### config.mk
export PLATFORM = sky130hd
export DESIGN_NAME = dmem_arbiter
export DESIGN_NICKNAME = d
export VERILOG_FILES = /design/src/rtl/dmem_arbiter.sv
export SDC_FILE = /design/constraint.sdc
export NUM_CORES = 1
export LEC_CHECK = 0
export ABC_CLOCK_PERIOD_IN_PS = 2400
export CORE_AREA = 2 2 123 125
export CTS_CLUSTER_DIAMETER = 200
export CTS_CLUSTER_SIZE = 30
export DETAILED_ROUTE_END_ITERATION = 10
export DIE_AREA = 0 0 125 127
export DONT_BUFFER_PORTS = 1
export PLACE_DENSITY = 0.3
export SLEW_MARGIN = 20
export SYNTH_ARGS = -nofsm -noshare
export SYNTH_HDL_FRONTEND = slang
export SYNTH_SLANG_ARGS = --single-unit
### constraint.sdc
create_clock -name clk -period 2.4 [get_ports clk]
set_input_delay 0.24 -clock clk [delete_from_list [all_inputs] [get_ports clk]]
set_output_delay 0.24 -clock clk [all_outputs]
set_load 0.03 [all_outputs]
### src/rtl/dmem_arbiter.sv
// dmem_arbiter: two-port arbiter in front of a single data memory.
// Port 0 is the load-store unit, port 1 the DMA/debug port. One access is in
// flight at a time. Simultaneous requests alternate through a one-bit
// "last served" pointer. A wait counter aborts accesses that the memory never
// completes.
module dmem_arbiter #(
    parameter int TIMEOUT = 15,
    parameter int ADDR_W  = 32
) (
    input  logic              clk,
    input  logic              rst,
    input  logic              req0,
    input  logic              req1,
    input  logic              wr0,
    input  logic              wr1,
    input  logic [3:0]        mask0,
    input  logic [3:0]        mask1,
    input  logic [ADDR_W-1:0] addr0,
    input  logic [ADDR_W-1:0] addr1,
    input  logic [31:0]       wdata0,
    input  logic [31:0]       wdata1,
    output logic              valid0,
    output logic              valid1,
    output logic              err0,
    output logic              err1,
    output logic [31:0]       rdata0,
    output logic [31:0]       rdata1,
    output logic              busy,
    output logic              cs,
    output logic              wr,
    output logic [3:0]        mask,
    output logic [ADDR_W-1:0] addr,
    output logic [31:0]       data_wr,
    input  logic [31:0]       data_rd,
    input  logic              valid_DM
);

    // Enough bits to hold TIMEOUT itself; never narrower than one bit.
    localparam int CNT_W = (TIMEOUT < 1) ? 1 : $clog2(TIMEOUT + 1);
    localparam logic [CNT_W-1:0] CNT_MAX = CNT_W'(TIMEOUT);

    typedef enum logic [1:0] {
        IDLE  = 2'd0,
        BUSY0 = 2'd1,
        BUSY1 = 2'd2
    } state_t;

    state_t           state_r;
    logic             last_r;     // port served most recently; 1 after reset so port 0 wins first tie
    logic [CNT_W-1:0] cnt_r;      // BUSY cycles spent without a memory completion
    logic             at_limit_s;
    logic             done_s;     // access ends this cycle (completion or timeout)
    logic             timeout_s;  // access ends this cycle by timeout

    assign at_limit_s = (cnt_r == CNT_MAX);
    assign done_s     = valid_DM | at_limit_s;
    assign timeout_s  = at_limit_s & ~valid_DM;

    // Arbitration, access sequencing and wait counter.
    always_ff @(posedge clk) begin
        if (rst) begin
            state_r <= IDLE;
            last_r  <= 1'b1;
            cnt_r   <= '0;
        end else begin
            case (state_r)
                IDLE: begin
                    cnt_r <= '0;
                    if (req0 && (!req1 || last_r)) begin
                        state_r <= BUSY0;
                        last_r  <= 1'b0;
                    end else if (req1) begin
                        state_r <= BUSY1;
                        last_r  <= 1'b1;
                    end else begin
                        state_r <= IDLE;
                    end
                end
                BUSY0, BUSY1: begin
                    if (done_s) begin
                        state_r <= IDLE;
                        cnt_r   <= '0;
                    end else begin
                        cnt_r   <= cnt_r + CNT_W'(1);
                    end
                end
                default: begin
                    state_r <= IDLE;
                    cnt_r   <= '0;
                end
            endcase
        end
    end

    // Memory request mux and per-port completion signals; all forced low while rst is high.
    always_comb begin
        cs      = 1'b0;
        wr      = 1'b0;
        mask    = 4'h0;
        addr    = '0;
        data_wr = 32'h0000_0000;
        valid0  = 1'b0;
        valid1  = 1'b0;
        err0    = 1'b0;
        err1    = 1'b0;
        rdata0  = 32'h0000_0000;
        rdata1  = 32'h0000_0000;
        busy    = 1'b0;
        if (!rst) begin
            case (state_r)
                BUSY0: begin
                    busy    = 1'b1;
                    cs      = 1'b1;
                    wr      = wr0;
                    mask    = mask0;
                    addr    = addr0;
                    data_wr = wdata0;
                    valid0  = done_s;
                    err0    = timeout_s;
                    rdata0  = valid_DM ? data_rd : 32'h0000_0000;
                end
                BUSY1: begin
                    busy    = 1'b1;
                    cs      = 1'b1;
                    wr      = wr1;
                    mask    = mask1;
                    addr    = addr1;
                    data_wr = wdata1;
                    valid1  = done_s;
                    err1    = timeout_s;
                    rdata1  = valid_DM ? data_rd : 32'h0000_0000;
                end
                default: begin
                    busy    = 1'b0;
                end
            endcase
        end else begin
            busy = 1'b0;
        end
    end

endmodule

==> reports/metrics.cfg, run 1 <==
[status]
status = finished clean

[sta]
max_slew.worst_pin.slew_ns = 0.500
clock_skew_ns = 0.000504
period_needed_ns = 2.03
timing.fmax_mhz = 493
hold_viol_final = 0
period_share_pct = 84.5
whs_ns = 0.121
setup_violations = 0
slew_headroom_pct = 66.7
fin_tns_setup_ns = 0
rsz0062_at_grt = no
slew_violations = 0

[grt]
grt_pass1_wl_um = 11900
grt_pass1_vias = 2456
grt_max_degree = 71
antenna_found_initial = 0
grt_overflow = 0
grt.total_usage_pct = 9.11

[yosys]
synth_seq_cells = 7
synth_common_cells = nor2_1 (138), a22oi_1 (69), nand2_1 (35), buf_2 (21), clkbuf_1 (8)
yosys.area_share.adder_pct = 2.87
ys_seq_area_share_pct = 8.04
muxShareOfSynthArea_pct = 1.15
ys_warn_count = 0
synth.area.top_cells = a22oi_1 (30%), nor2_1 (30%), dfxtp_1 (8.0%), nand2_1 (7.5%), buf_2 (6.0%)
synth_xor_area_share_pct = 1.01
synthFlopType = dfxtp_1
post-synth-top-count-cell = nor2_1
yosysUniqueCellTypes = 23
syn_area_per_cell_um2 = 5.53
synth_nets = 494
synthArstFlopShare_pct = 0
yosys.area_share.simple_pct = 42.6
synth_area_um2 = 1740
synth_area_leader_cell = a22oi_1
synth_compound_area_share_pct = 31.6
yosysTopAreaCellShare_pct = 29.7
synth_edf_count = 0
syn-instance-count = 315
synth_top_family_by_area = simple AND/OR/NAND/NOR gates

[job]
cap_violations = 0

[die]
fp-row-count = 44
die_width_um = 125
core-area_um2 = 14400
die_area_um2 = 15900
die_h_um = 127
num_io_pins = 314
initial_core_util_pct = 12.1

[cells_and_area]
fin_cells = 610
drive_above_1_share_pct = 35.7
insertedDiodeCount = 0
seqCellArea_um2 = 140
syn_to_final_growth_pct = 70.9
nNetsFinal = 606
fillers = 1619
multi_input_area_um2 = 1390

[drt]
viasPerCell = 4.37
detail-route-antenna-nets = 0
drtPass1Iterations = 4
vias = 2667
drt-initial-drc-count = 118
wl_per_cell_um = 13.8
route.detailed.drc = 0
drt-total-wl_um = 8420

[placement]
dpl.cell_count = 606
routabilityCongestion = 0.793
io_buffer_count = 0
dp_hpwl_um = 7060

[clock_tree]
cts-hold-fix-buffers = 0
cts-resized-gates = 0
clock_sinks = 7
htree_levels = 1
cts_tree = yes
root_buffer = clkbuf_16
cts-root-to-sink-buffers = 2
clk_latency_ns = 0.23
cts_buffers = 3
cts_setup_buffers = 0
clk_pin_slew_worst_paths_ns = 0.04

[power_and_ir_drop]
max-vdd-ir-drop_mv = 0.184
p_leak_uw = 0.00128
power_density_nw_per_um2 = 296

[setup_path]
critPathLaunchType = flip-flop
critPathMaxFanout = 70
critical_path_required_ns = 2.16
worstPathArrival_ns = 1.79
worstSetupPathType = reg -> out
end_kind = output pin

[worst_hold_path]
min_path_type = in -> reg

## logic make-up (layout without fill, tap and decap cells)
family / after synthesis / in the layout
AND/OR/NAND/NOR: 188 / 188
AO/OA/AOI/OAI: 72 / 72
buffers and inverters: 40 / 151
flip-flops: 7 / 7
adder cells (fa/ha/maj): 4 / 4
XOR/XNOR: 2 / 2
multiplexers: 2 / 2
## worst max-delay path, stage by stage (launching register included)
cell      delay [ns]
dfxtp_1         0.31
inv_1           0.08
ha_2            0.19
buf_12          0.24
nand2b_1        0.09
buf_4           0.24
nor3_1          0.21
buf_4           0.19
## cell type report
| cell class | instances | share of cell area [%] |
|---|---|---|
| multi-input combinational | 268 | 46.6 |
| timing repair buffer | 144 | 38.0 |
| inverter | 3 | 0.378 |
| clock buffer | 4 | 2.65 |
| tap | 184 | 7.73 |
| sequential | 7 | 4.71 |
## placed cells by master, fill, tap and decap left out
master       n
ha_2         2
nand2b_1     5
or2_2        1
nor2_1     138
nand2_1     35
ha_1         2
nand3_1      4
a21oi_1      1
buf_12       4
mux2i_1      2
xnor2_1      1
nand2b_4     1
a22oi_1     69
nor3_1       2
clkbuf_1     1
nor2b_1      1
a31oi_4      1
a31oi_1      1
dfxtp_1      7
inv_1        3
xor2_1       1
buf_4      140
and3_1       1
clkbuf_16    3
## through the flow
step / setup slack (ns) / util [%] / instance area [um^2] / power, uW
CTS: 0.313 / 20.6 / 2980 / 896
finish: 0.371 / 20.6 / 2980 / 882
detailed placement: 0.565 / 20.1 / 2900 / 606
floorplan: 0.611 / - / 1740 / 499
global route: 0.216 / 20.6 / 2980 / 939
global placement: 0.608 / 20.1 / 2900 / 599
## flip-flops by register name (all words and copies together), names as in the netlist
| name | cells |
|---|---|
| last_r | 1 |
| cnt_r | 4 |
| state_r | 2 |
## power breakdown
group	switching (uW)	total (uW)	internal, uW
logic	301	469	168
registers	5.04	128	123
clock network	63.1	284	221
total	369	882	512
## worst paths after layout
path	to	cells past startpoint	from	slack, ns
min reg2reg	cnt_r[0]$_SDFF_PP0_	1	cnt_r[0]$_SDFF_PP0_	0.45
max	err0	7	state_r[1]$_SDFFE_PP0P_	0.37
max reg2reg	cnt_r[2]$_SDFF_PP0_	7	state_r[0]$_SDFFE_PP0P_	0.82
min	last_r$_SDFFE_PP1P_	1	rst	0.12
## per-layer routing
metal	wire length, um	vias to the layer above	track usage (%)
li1	-	1284	-
met1	2930	1171	9.73
met2	4470	198	18.1
met3	781	14	1.05
met4	238	0	3.73
met5	0	-	0
Power figures use the tool's default switching activity.
==> run 2, diff against run 1 <==
ABC_CLOCK_PERIOD_IN_PS = 1700   (was 2400)
clock period = 1.7 ns   (was 2.4 ns; I/O delays follow)
==> run 2 against run 1 <==
Effect of this change: the flow now finishes with violations (negative setup slack); critical endpoint is now data_wr[25]; sequential share of layout area is 1.7 points lower; design area grew 63%; global-route usage grew 4.1 points; worst setup slack lost 0.46 ns; sequential power grew 43%; die area stayed put; register-to-register slack got worse by 0.80 ns; highest routed layer unchanged; total power grew 120%; clock-buffer cell count stayed put; non-clock buffer count up 33; first-iteration DRC count fell by 11%; final cell count grew 5.4%.
==> reports/metrics.cfg, run 2 (synthesized netlist as in run 1, its figures left out) <==
[grt]
grt_overflow = 0  ; unchanged
grt_pass1_wl_um = 16600  ; +40%
grt_pass1_vias = 3020  ; +23%
antenna_found_initial = 0  ; unchanged
grt.total_usage_pct = 13.2  ; +4.1 points
grt_max_degree = 36  ; -49%

[sta]
max_slew.worst_pin.slew_ns = 0.245  ; -0.255 ns
rsz0062_at_grt = yes
setup_violations = 79  ; +79
period_share_pct = 105
slew_violations = 0  ; unchanged
slew_headroom_pct = 83.7  ; +17 points
timing.fmax_mhz = 558
whs_ns = 0.0463  ; -0.0746 ns
clock_skew_ns = 0.00102  ; +0.000519 ns
fin_tns_setup_ns = -3.21  ; -3.21 ns
period_needed_ns = 1.79
setup_ws_ns = -0.0909  ; -0.462 ns
hold_viol_final = 0  ; unchanged

[drt]
vias = 3016  ; +13%
drt-initial-drc-count = 105  ; -11%
detail-route-antenna-nets = 0  ; unchanged
wl_per_cell_um = 19.0  ; +38%
drt-total-wl_um = 12200  ; +45%
drtPass1Iterations = 4  ; unchanged
route.detailed.drc = 0  ; unchanged
viasPerCell = 4.69  ; +7.3%

[status]
violations = negative setup slack
status = complete, but fails checks

[placement]
dp_hpwl_um = 7160  ; +1.4%
routabilityCongestion = 0.834  ; +5.2%
pre_cts_slack_ns = 0.0271  ; -0.537 ns
io_buffer_count = 0  ; unchanged

[die]
fp-row-count = 44  ; unchanged
num_io_pins = 314  ; unchanged
die_h_um = 127  ; unchanged
core-area_um2 = 14400  ; unchanged
initial_core_util_pct = 12.1  ; unchanged
die_width_um = 125  ; unchanged
die_area_um2 = 15900  ; unchanged

[clock_tree]
cts_buffers = 3  ; unchanged
cts_tree = yes
cts-root-to-sink-buffers = 2  ; unchanged
root_buffer = clkbuf_16
clock_sinks = 7  ; unchanged
htree_levels = 1  ; unchanged
clk_pin_slew_worst_paths_ns = 0.04  ; about the same
clk_latency_ns = 0.23  ; about the same

[setup_path]
rr_worst_depth = 8  ; +1
rrSetupSlack_ns = 0.02  ; -0.80 ns
critPathMaxFanout = 14  ; -80%
critical_path_required_ns = 1.53  ; -0.63 ns
crit_end = data_wr[25]
reg2reg_to = cnt_r[1]$_SDFF_PP0_
timing.rr.start = state_r[0]$_SDFFE_PP0P_
worstSetupPathType = reg -> out
worstPathArrival_ns = 1.62  ; -0.17 ns
end_kind = output pin
crit_start = state_r[0]$_SDFFE_PP0P_
critPathLaunchType = flip-flop

[cells_and_area]
mostFrequentLayoutCell = buf_6
top_regs = cnt_r: 4 flops, state_r: 2 flops, last_r: 1 flops
max_flop_register = cnt_r
drive_above_1_share_pct = 76.0  ; +40 points
final_cell_mix = buf_6 (92), a22oi_2 (65), nor2_4 (61)
nNetsFinal = 639  ; +5.4%
largest_reg_flops = 4  ; unchanged
fillers = 1437  ; -11%
syn_to_final_growth_pct = 179
insertedDiodeCount = 0  ; unchanged

[power_and_ir_drop]
max-vdd-ir-drop_mv = 0.280  ; +52%
total_power_uw = 1950  ; +120%
power_density_nw_per_um2 = 401  ; +36%
p_leak_uw = 0.00170  ; +33%

[worst_hold_path]
min_path_type = in -> reg

[job]
cap_violations = 0  ; unchanged

## run 2: changes by cell type in the layout (fill, tap and decap cells not counted), sizes merged
cell,change
bufbuf,+1
inv,-1
clkbuf,+4
buf,+28
clkinvlp,+1
## run 2: stage by stage
stage | utilization, % | cells | cell area (um^2)
after detailed placement | 20.3 | 609 | 2930
after floorplan | - | 315 | 1740
after global placement | 20.3 | 609 | 2930
after CTS | 30.9 | 637 | 4450
after global routing | 33.7 | 643 | 4860
final | 33.7 | 643 | 4860
## run 2: cell type report
class	count	area, um^2	share of cell area, %
Multi-Input combinational cell	268	2300	47.2
Timing Repair Buffer	177	2090	43.0
Tap cell	184	230	4.73
Sequential cell	7	148	3.04
Clock buffer	4	78.8	1.62
Inverter	3	20.0	0.412
## run 2: routing by layer
metal,track usage [%],routed length (um),up-vias
met2,27.1,7000,197
li1,-,-,1366
met5,0,0,-
met1,14.1,4230,1439
met3,1.76,855,14
met4,3.01,155,0
## run 2: worst min path at each step
stage | start | endpoint | slack, ns | cells after the start
global route | rst | last_r$_SDFFE_PP1P_ | 0.05 | 1
finish | rst | last_r$_SDFFE_PP1P_ | 0.05 | 1
floorplan | rst | last_r$_SDFFE_PP1P_ | 0.28 | 1
global placement | rst | last_r$_SDFFE_PP1P_ | 0.28 | 1
CTS | rst | last_r$_SDFFE_PP1P_ | 0.05 | 1
detailed placement | rst | last_r$_SDFFE_PP1P_ | 0.28 | 1
## run 2: worst max-delay path, stage by stage, from the launching register on
cell and delay, ns:
dfxtp_4 0.35, buf_6 0.12, ha_4 0.19, buf_12 0.14
buf_16 0.15, a22oi_2 0.23, nor2_4 0.05, buf_6 0.14
## run 2: what timing repair did
action / CTS / global route
resized for setup: 251 / 97
cloned: 13 / 5
hold buffers: 0 / 0
pin swaps: 16 / 38
buffers inserted: 11 / 6
setup endpoints to repair: 105 / 116
## run 2: power breakdown
| group | total [uW] | switching, uW | internal, uW |
|---|---|---|---|
| Clock | 405 | 92.4 | 312 |
| Combinational | 1360 | 761 | 604 |
| Sequential | 183 | 8.49 | 174 |
| Total | 1950 | 861 | 1090 |
